**config.mk**
```make
export PLATFORM = sky130hd
export DESIGN_NAME = sdm2_echip65
export DESIGN_NICKNAME = d
export VERILOG_FILES = /design/src/rtl/sdm2_echip65_pkg.sv /design/src/rtl/sdm2_echip65_loop.sv /design/src/rtl/sdm2_echip65.sv
export SDC_FILE = /design/constraint.sdc
export NUM_CORES = 1
export LEC_CHECK = 0
export ABC_AREA = 0
export BUFFER_PORTS_ARGS = -buffer_cell sky130_fd_sc_hd__buf_2
export CAP_MARGIN = 10
export CELL_PAD_IN_SITES_DETAIL_PLACEMENT = 2
export CELL_PAD_IN_SITES_GLOBAL_PLACEMENT = 2
export CORE_ASPECT_RATIO = 0.75
export CORE_UTILIZATION = 40
export DETAILED_ROUTE_END_ITERATION = 10
export MAX_ROUTING_LAYER = met4
export PLACE_DENSITY = 0.83
export SLEW_MARGIN = 15
export SYNTH_ARGS = -nofsm -noshare
export SYNTH_HDL_FRONTEND = slang
export SYNTH_SLANG_ARGS = --single-unit
export TNS_END_PERCENT = 50
```
**constraint.sdc**
```tcl
create_clock -name clk -period 11.4 [get_ports clk]
set_clock_uncertainty 0.05 [all_clocks]
set_input_delay 1.14 -clock clk [delete_from_list [all_inputs] [get_ports clk]]
set_output_delay 1.14 -clock clk [all_outputs]
set_load 0.05 [all_outputs]
```
**src/rtl/sdm2_echip65_pkg.sv**
```systemverilog
// Shared constants for the sdm2_echip65 second-order sigma-delta modulator.
// Optional dither (macro SDM2_DITHER_EN) uses the LFSR constants defined here.
package sdm2_echip65_pkg;

  typedef logic [1:0] state_t;

  localparam state_t ST_IDLE  = 2'd0;
  localparam state_t ST_PRIME = 2'd1;
  localparam state_t ST_RUN   = 2'd2;

  // x^15 + x^14 + 1, Fibonacci form: feedback taps are bits 14 and 13.
  localparam int         LFSR_WIDTH = 15;
  localparam logic [14:0] LFSR_POLY = 15'h6000;
  localparam logic [14:0] LFSR_SEED = 15'h0001;

  function automatic logic signed [63:0] full_scale(input int width);
    return 64'sd1 <<< (width - 1);
  endfunction

endpackage

```
**src/rtl/sdm2_echip65_loop.sv**
```systemverilog
// Two-integrator sigma-delta loop with saturation, sticky overload and 1-bit quantizer.
// Define SDM2_DITHER_EN to add a +/-1 LSB LFSR dither at the quantizer input.
module sdm2_echip65_loop
  import sdm2_echip65_pkg::*;
#(
  parameter int IN_WIDTH  = 16,
  parameter int ACC_WIDTH = 20
) (
  input  logic                clk,
  input  logic                reset_n,
  input  logic                run_i,
  input  logic                idle_i,
  input  logic [IN_WIDTH-1:0] x_i,
  output logic                out_o,
  output logic                overload_o
);

  // Two guard bits keep every intermediate sum exact before saturation.
  localparam int W = ACC_WIDTH + 2;
  localparam logic signed [W-1:0] FS      = W'(full_scale(IN_WIDTH));
  localparam logic signed [W-1:0] SAT_MAX = W'(full_scale(ACC_WIDTH) - 64'sd1);
  localparam logic signed [W-1:0] SAT_MIN = W'(-full_scale(ACC_WIDTH));

  function automatic logic signed [W-1:0] saturate(input logic signed [W-1:0] v);
    if (v > SAT_MAX) return SAT_MAX;
    if (v < SAT_MIN) return SAT_MIN;
    return v;
  endfunction

  logic signed [ACC_WIDTH-1:0] int1_q, int1_d, int2_q, int2_d;
  logic                        out_q, out_d, ovl_q, ovl_d;
  logic signed [W-1:0]         x_ext, fb, sum1, sum2, int1_w, int2_w, quant, dither;

`ifdef SDM2_DITHER_EN
  localparam logic signed [W-1:0] ONE = W'(1);
  logic [LFSR_WIDTH-1:0] lfsr_q, lfsr_d;

  always_comb begin
    lfsr_d = lfsr_q;
    if (run_i) lfsr_d = {lfsr_q[LFSR_WIDTH-2:0], ^(lfsr_q & LFSR_POLY)};
  end

  always_ff @(posedge clk or negedge reset_n) begin
    if (!reset_n) lfsr_q <= LFSR_SEED;
    else          lfsr_q <= lfsr_d;
  end

  assign dither = lfsr_q[0] ? ONE : -ONE;
`else
  assign dither = '0;
`endif

  // NOTE: every always_comb output is given a default first so no latch is inferred.
  always_comb begin
    x_ext  = W'($signed(x_i));
    fb     = out_q ? FS : -FS;
    sum1   = W'(int1_q) + x_ext - fb;
    int1_w = saturate(sum1);
    sum2   = W'(int2_q) + int1_w - fb;
    int2_w = saturate(sum2);
    quant  = int2_w + dither;

    int1_d = '0;
    int2_d = '0;
    out_d  = ~out_q;
    ovl_d  = ovl_q && !idle_i;
    if (run_i) begin
      int1_d = int1_w[ACC_WIDTH-1:0];
      int2_d = int2_w[ACC_WIDTH-1:0];
      out_d  = ~quant[W-1];
      if ((sum1 != int1_w) || (sum2 != int2_w)) ovl_d = 1'b1;
    end
  end

  // NOTE: state registers use non-blocking assignments so all flops update together.
  always_ff @(posedge clk or negedge reset_n) begin
    if (!reset_n) begin
      int1_q <= '0;
      int2_q <= '0;
      out_q  <= 1'b0;
      ovl_q  <= 1'b0;
    end else begin
      int1_q <= int1_d;
      int2_q <= int2_d;
      out_q  <= out_d;
      ovl_q  <= ovl_d;
    end
  end

  assign out_o      = out_q;
  assign overload_o = ovl_q;

endmodule

```
**src/rtl/sdm2_echip65.sv**
```systemverilog
// sdm2_echip65 top: run FSM, decimation counter, one-entry sample holding register.
// Optional quantizer dither is enabled by defining SDM2_DITHER_EN.
module sdm2_echip65
  import sdm2_echip65_pkg::*;
#(
  parameter int DECIMATION_FACTOR = 256,
  parameter int IN_WIDTH          = 16,
  parameter int ACC_WIDTH         = IN_WIDTH + 4
) (
  input  logic                clk,
  input  logic                reset_n,
  input  logic                enable,
  input  logic [IN_WIDTH-1:0] in_data,
  input  logic                in_valid,
  output logic                in_ready,
  output logic                out,
  output logic                divided_clk,
  output logic                underrun,
  output logic                overload
);

  localparam int              CNT_W    = $clog2(DECIMATION_FACTOR);
  localparam logic [CNT_W-1:0] CNT_LAST = CNT_W'(DECIMATION_FACTOR - 1);

  state_t              state_q, state_d;
  logic [CNT_W-1:0]    cnt_q, cnt_d;
  logic [IN_WIDTH-1:0] hold_q, hold_d, active_q, active_d;
  logic                hold_full_q, hold_full_d;
  logic                div_q, div_d, underrun_q, underrun_d;
  logic                boundary, accept, take, run, idle;

  assign boundary = (state_q != ST_IDLE) && (cnt_q == CNT_LAST);
  assign accept   = in_valid && !hold_full_q;
  assign take     = boundary && hold_full_q;
  assign run      = (state_q == ST_RUN);
  assign idle     = (state_q == ST_IDLE);

  always_comb begin
    state_d = state_q;
    case (state_q)
      ST_IDLE:  if (enable) state_d = ST_PRIME;
      ST_PRIME: if (take)   state_d = ST_RUN;
      ST_RUN:   state_d = ST_RUN;
      default:  state_d = ST_IDLE;
    endcase
    if (!enable) state_d = ST_IDLE;

    // Counter restarts from zero on every IDLE exit and is held in IDLE.
    cnt_d = ((state_q != ST_IDLE) && (state_d != ST_IDLE)) ? cnt_q + 1'b1 : '0;

    // A handshake can only land in an empty register, so it never races the boundary move.
    hold_d      = accept ? in_data : hold_q;
    hold_full_d = accept ? 1'b1 : (take ? 1'b0 : hold_full_q);
    active_d    = take ? hold_q : active_q;
    underrun_d  = boundary && run && !hold_full_q;
    div_d       = cnt_q[CNT_W-1];
  end

  // NOTE: the sample registers are reset too, so a reset mid-run discards stale data.
  always_ff @(posedge clk or negedge reset_n) begin
    if (!reset_n) begin
      state_q     <= ST_IDLE;
      cnt_q       <= '0;
      hold_q      <= '0;
      hold_full_q <= 1'b0;
      active_q    <= '0;
      div_q       <= 1'b0;
      underrun_q  <= 1'b0;
    end else begin
      state_q     <= state_d;
      cnt_q       <= cnt_d;
      hold_q      <= hold_d;
      hold_full_q <= hold_full_d;
      active_q    <= active_d;
      div_q       <= div_d;
      underrun_q  <= underrun_d;
    end
  end

  assign in_ready    = ~hold_full_q;
  assign divided_clk = div_q;
  assign underrun    = underrun_q;

  sdm2_echip65_loop #(
    .IN_WIDTH  (IN_WIDTH),
    .ACC_WIDTH (ACC_WIDTH)
  ) u_loop (
    .clk        (clk),
    .reset_n    (reset_n),
    .run_i      (run),
    .idle_i     (idle),
    .x_i        (active_q),
    .out_o      (out),
    .overload_o (overload)
  );

endmodule

```
==> results_dict.tcl, run 1 <==
set metrics [dict create \
    synth_top_area_share_pct 32.8 \
    status "finished clean" \
    num_antenna_cells 0 \
    cts_buffer_depth 2 \
    start_util_pct 41.2 \
    postLayoutCellArea_mm2 0.00739 \
    hold_violations 0 \
    yosysUniqueCellTypes 80 \
    hold_path_class "flip-flop to flip-flop" \
    path_clk_slew_ns 0.07 \
    dp_slack_ns -0.129 \
    synthesis.nets 801 \
    grt_max_degree 65 \
    dieArea_mm2 0.0171 \
    synth_top_cell_by_area "dfrtp_1" \
    hpwlAfterDp_um 17200 \
    critPathRequiredTime_ns 11.59 \
    fin_util_pct 45.9 \
    maxSlewViolCount 0 \
    startpoint_type "flip-flop" \
    cts_tree "built" \
    wire_per_inst_um 24.7 \
    max_freq_mhz 90.7 \
    gr-total-overflow 0 \
    grt_pass1_wl_um 36400 \
    grt_use_total_pct 29.0 \
    final_antenna_net_count 0 \
    endpoint_kind "flip-flop" \
    synthTopCellsByCount "dfrtp_1 (87), nor2_1 (78), ha_1 (51), inv_1 (40), nand2_1 (40)" \
    synth_seq_area_share_pct 32.8 \
    synth_seq_cells 87 \
    worst_pin_slew_ns 1.01 \
    slew_headroom_pct 32.1 \
    total_power_mw 1.10 \
    cts_root_buffer "clkbuf_16" \
    p_leak_nw 3.45 \
    firstDrtPassIters 7 \
    ios 25 \
    syn-mean-instance-area_um2 9.18 \
    dieWidth_um 151 \
    clock_latency_ns 0.37 \
    synthTopCellsByArea "dfrtp_1 (33%), ha_1 (9.6%), mux2_2 (5.3%)" \
    yosysWarnings 0 \
    synth_edf_count 0 \
    nets 829 \
    critical_path_class "flip-flop to flip-flop" \
    synth-main-ff-cell "dfrtp_1" \
    die_h_um 114 \
    power_density_mw_per_mm2 149 \
    place_area_mm2 0.00698 \
    vias 5910 \
    setup_viol 0 \
    htreeDepth 3 \
    grt_pass1_vias 6415 \
    routed_wl_um 23900 \
    max_cap_viol_count 0 \
    cts_made_buffers 9 \
    area_growth_pct 11.5 \
    period_share_pct 96.8 \
    first_iter_violations 292 \
    cp_slowest_stage_delay_ns 0.66 \
    cts.sinks 87 \
    peakVddDrop_mv 0.0698 \
    antenna_found_initial 0 \
    cp_max_fo 10 \
    hold_slack_ns 0.404 \
    syn_area_mm2 0.00663 \
    yosysMostFrequentCell "dfrtp_1" \
    gp_congestion 0.892 \
    worst_slack_ns 0.369 \
    async_flop_share_pct 100 \
    drc_errors 0 \
    core_mm2 0.0161 \
    fill_cells 1756 \
    drive_gt1_share_pct 20.0 \
    cp_common_cell "ha_1" \
    layout_min_cycle_time_ns 11.03 \
    vias_per_cell 6.12 \
    rows 40 \
    slowest_stage "or4b_2" \
    cp.arrival_ns 11.22 \
    port_buffers 24 \
    netlist_instances 723 \
]
==> cells in the final DEF, fill, tap and decap left out, types with 19 or more instances in the layout <==
cell type,n
dfrtp_1,87
nor2_1,78
ha_1,50
inv_1,40
nand2_1,40
a21oi_1,35
o21ai_0,35
mux2_2,31
xnor2_1,24
buf_2,23
a21oi_2,20
nand2b_1,19
==> registers in the layout, indices dropped and copies added (netlist names), 2 cells and up <==
register       flops
active_q          16
cnt_q              8
hold_q            16
state_q            2
u_loop.int1_q     20
u_loop.int2_q     20
==> cell type report <==
class	instances	area (um^2)	share of cell area [%]
Multi-Input combinational cell	573	4250	57.4
Sequential cell	87	2180	29.4
Tap cell	210	263	3.55
Timing Repair Buffer	39	235	3.18
Clock buffer	9	225	3.05
Inverter	41	154	2.08
Clock inverter	7	95.1	1.29
==> logic make-up (layout without fill, tap and decap cells) <==
group	Yosys count	after routing	share of synthesized area (%)
AO/OA/AOI/OAI	191	191	21.0
buffers and inverters	63	96	3.90
adder cells (fa/ha/maj)	58	58	11.7
flip-flops	87	87	32.8
AND/OR/NAND/NOR	249	249	19.4
multiplexers	33	33	5.56
XOR/XNOR	42	42	5.55
==> metrics by stage <==
stage	setup TNS [ns]	cells
after detailed placement	-0.129	944
after global placement	0	944
final	0	966
after floorplan	0	723
after global routing	-0.229	966
after CTS	0	960
==> where the power goes <==
| part | leakage, nW | total, mW | switching [mW] | internal [mW] |
|---|---|---|---|---|
| Sequential | 1.18 | 0.321 | 0.00569 | 0.316 |
| Combinational | 2.11 | 0.447 | 0.295 | 0.152 |
| Clock | 0.158 | 0.330 | 0.153 | 0.178 |
==> routing by layer <==
layer / GRT usage (%) / wire, um / vias up
met2: 45.4 / 11200 / 133
met1: 38.8 / 11200 / 3081
met3: 4.20 / 867 / 36
met5: - / 0 / -
met4: 8.93 / 584 / 0
li1: - / - / 2660
==> final timing paths <==
kind	from	endpoint	slack, ns	cells past startpoint
setup reg to reg	active_q[3]	u_loop.overload_o	0.37	45
hold reg to reg	cnt_q[7]	divided_clk	0.40	0
min in group asynchronous	reset_n	cnt_q[1]	0.61	1
setup / recovery	active_q[3]	u_loop.overload_o	0.37	45
max in group asynchronous	reset_n	u_loop.int2_q[14]	9.52	2
hold / removal	cnt_q[7]	divided_clk	0.40	0
==> worst max-delay path: cells and delay by family, from the launching register on <==
family,cells,cell delay [ns]
and+or+nand+nor,15,3.71
adders and majority gates,5,1.55
DFF,1,0.39
buffers and inverters,2,0.32
AOI/OAI and AO/OA,22,4.57
xor gates and xnor gates,1,0.31
==> repair_timing <==
action / 4_1_cts / 5_1_grt
gates cloned: 0 / 0
endpoints found under the setup margin: 1 / 1
pin swaps: 0 / 6
gates resized for setup: 2 / 8
hold buffers: 0 / 0
buffers inserted: 0 / 6
Power figures use the tool's default switching activity.
==> run 2: changes to the inputs <==
Settings changed: ABC_AREA 0 to 1, CORE_UTILIZATION 40 to 38, PLACE_DENSITY 0.83 to 0.84.
==> run 2 against run 1 <==
- setup slack improved by 2.2 ns
- first-iteration DRC count down 23%
- synthesized cell count rose by 8.4%
- sequential power about the same
- total power fell by 41%
- area after synthesis down 7.2%
- cell count increased by 5.4%
- clock power decreased by 4%
- register-to-register slack better by 2.2 ns
- fmax up 25%
- design area is 8.3% lower
- non-clock buffer count shrank 12
- highest routed layer unchanged
==> results_dict.tcl, run 2 <==
set metrics [dict create \
    status "finished clean" \
    wire_per_inst_um 19.9 \
    async_flop_share_pct 100 \
    hold_path_class "flip-flop to flip-flop" \
    critPathRequiredTime_ns 11.62 \
    cp_common_cell "nand2_1" \
    port_buffers 24 \
    fin_util_pct 43.7 \
    yosysMostFrequentCell "nand2_1" \
    postCtsHoldBufs 0 \
    netlist_instances 784 \
    startpoint_type "flip-flop" \
    dieArea_mm2 0.0167 \
    synthesis.nets 862 \
    synthAdderAreaFrac_pct 12.6 \
    cts_setup_buffers 0 \
    critical_path_class "flip-flop to flip-flop" \
    min-delay-start "cnt_q[7]" \
    synth_seq_cells 87 \
    clock_latency_ns 0.36 \
    synth_compound_gate_area_share_pct 11.3 \
    rsz0062_at_grt "no" \
    area_growth_pct 10.2 \
    worst_pin_slew_ns 0.859 \
    slew_headroom_pct 42.6 \
    synth_seq_area_share_pct 35.4 \
    drive_gt1_share_pct 11.7 \
    routed_wl_um 20300 \
    endpoint_kind "flip-flop" \
    synth_mux_area_share_pct 2.38 \
    ios 25 \
    cts-resized-gates 0 \
    yosysWarnings 0 \
    cp_slowest_stage_delay_ns 0.53 \
    hold_violations 0 \
    peakVddDrop_mv 0.0853 \
    max_cap_viol_count 0 \
    drc_errors 0 \
    placed_cells 1002 \
    yosys.area_share.simple_pct 24.7 \
    cts_root_buffer "clkbuf_16" \
    instances_no_fill 1018 \
    r2r_slack_ns 2.56 \
    cp.arrival_ns 9.06 \
    maxSlewViolCount 0 \
    synth_top_cell_by_area "dfrtp_1" \
    synth-main-ff-cell "dfrtp_1" \
    final.setup.tns_ns 0 \
    r2r_start "active_q[0]" \
    grt_pass1_vias 6270 \
    slowest_stage "inv_1" \
    synthTopCellsByArea "dfrtp_1 (35%), nand2_1 (11%), ha_1 (10%)" \
    cp_max_fo 20 \
    setup_viol 0 \
    syn-mean-instance-area_um2 7.85 \
    rows 39 \
    gp_congestion 0.886 \
    nets 886 \
    grt_max_degree 57 \
    p_leak_nw 3.79 \
    start_util_pct 39.7 \
    grt_pass1_wl_um 33700 \
    htreeDepth 3 \
    vias 5450 \
    cts_buffer_depth 2 \
    yosysUniqueCellTypes 42 \
    max_freq_mhz 113 \
    holdPathEnd "divided_clk" \
    first_iter_violations 224 \
    syn_area_mm2 0.00615 \
    vias_per_cell 5.35 \
    top_regs "u_loop.int1_q x20, u_loop.int2_q x20" \
    period_share_pct 77.6 \
    grt_use_total_pct 26.9 \
    core_mm2 0.0155 \
    synth_top_area_share_pct 35.4 \
    firstDrtPassIters 4 \
    final_antenna_net_count 0 \
    dieWidth_um 149 \
    path_clk_slew_ns 0.07 \
    r2r_end "u_loop.int2_q[17]" \
    cts_tree "built" \
    cts_made_buffers 9 \
    layout_min_cycle_time_ns 8.84 \
    synth_top_family_by_area "simple AND/OR/NAND/NOR gates" \
    final_cell_mix "nand2_1 (181), inv_1 (100), dfrtp_1 (87)" \
    synth_xor_area_share_pct 6.12 \
    synthTopCellsByCount "nand2_1 (181), inv_1 (100), dfrtp_1 (87), a21oi_1 (77), nor2_1 (71)" \
    num_antenna_cells 0 \
    antenna_found_initial 0 \
    fill_cells 1783 \
    power_density_mw_per_mm2 96.4 \
    gr-total-overflow 0 \
    reg2regPathDepth 43 \
    cts.sinks 87 \
    hpwlAfterDp_um 15400 \
    synth_edf_count 0 \
    final_common_cell "nand2_1" \
    die_h_um 112 \
    whs_path_depth 0 \
]
-- run 2: logic make-up (layout without fill, tap and decap cells) --
kind of cell	count (synthesis)	after routing
simple gates	344	344
xor+xnor	43	43
buf+inv	115	144
mux	13	13
compound gates	124	124
fa+ha+maj	58	58
flops	87	87
-- run 2: report_power, final --
| group | internal [mW] | switching (mW) |
|---|---|---|
| sequential | 0.316 | 0.00383 |
| combinational | 0.00738 | 0.0112 |
| clock | 0.174 | 0.142 |
| total | 0.497 | 0.157 |
-- run 2: per-stage QoR --
step / cell area, um^2 / power, mW / hold WS, ns / setup WS [ns]
6_report: 6780 / 0.654 / 0.387 / 2.56
5_1_grt: 6780 / 0.673 / 0.398 / 1.77
4_1_cts: 6780 / 0.660 / 0.392 / 2.61
3_5_place_dp: 6480 / 0.344 / 0.375 / 2.71
3_3_place_gp: 6480 / 0.342 / 0.369 / 3.44
2_1_floorplan: 6150 / 0.331 / 0.338 / 3.84
-- run 2: how the worst max path moves through the flow --
stage	cells after the start	end	from
after floorplan	43	u_loop.int2_q[13]	active_q[0]
final	43	u_loop.int2_q[17]	active_q[0]
after CTS	43	u_loop.int2_q[17]	active_q[0]
after global routing	43	u_loop.int2_q[17]	active_q[0]
after global placement	39	u_loop.int2_q[17]	active_q[0]
after detailed placement	43	u_loop.int2_q[17]	active_q[0]
-- run 2: final cells by class --
| class | instances | area [um^2] | share of cell area, % |
|---|---|---|---|
| Multi-Input combinational cell | 582 | 3520 | 51.9 |
| Sequential cell | 87 | 2180 | 32.1 |
| Inverter | 101 | 379 | 5.59 |
| Tap cell | 205 | 256 | 3.78 |
| Clock buffer | 9 | 225 | 3.32 |
| Timing Repair Buffer | 27 | 145 | 2.14 |
| Clock inverter | 7 | 80.1 | 1.18 |
-- run 2: critical path, delay by kind of cell, from the launching register on --
family	cells	cell delay, ns
AO/OA/AOI/OAI	13	2.63
AND/OR/NAND/NOR	18	2.20
adder cells (fa/ha/maj)	6	1.96
buffers and inverters	4	1.14
XOR/XNOR	2	0.37
flip-flops	1	0.36
-- run 2: per-layer routing --
metal	global-route usage [%]	wire length (um)	vias up	share of wire [%]
met5	-	0	-	0
met4	4.63	221	0	1.1
met3	4.88	443	22	2.2
met2	45.8	10300	59	50
met1	33.5	9390	2771	46
li1	-	-	2598	-
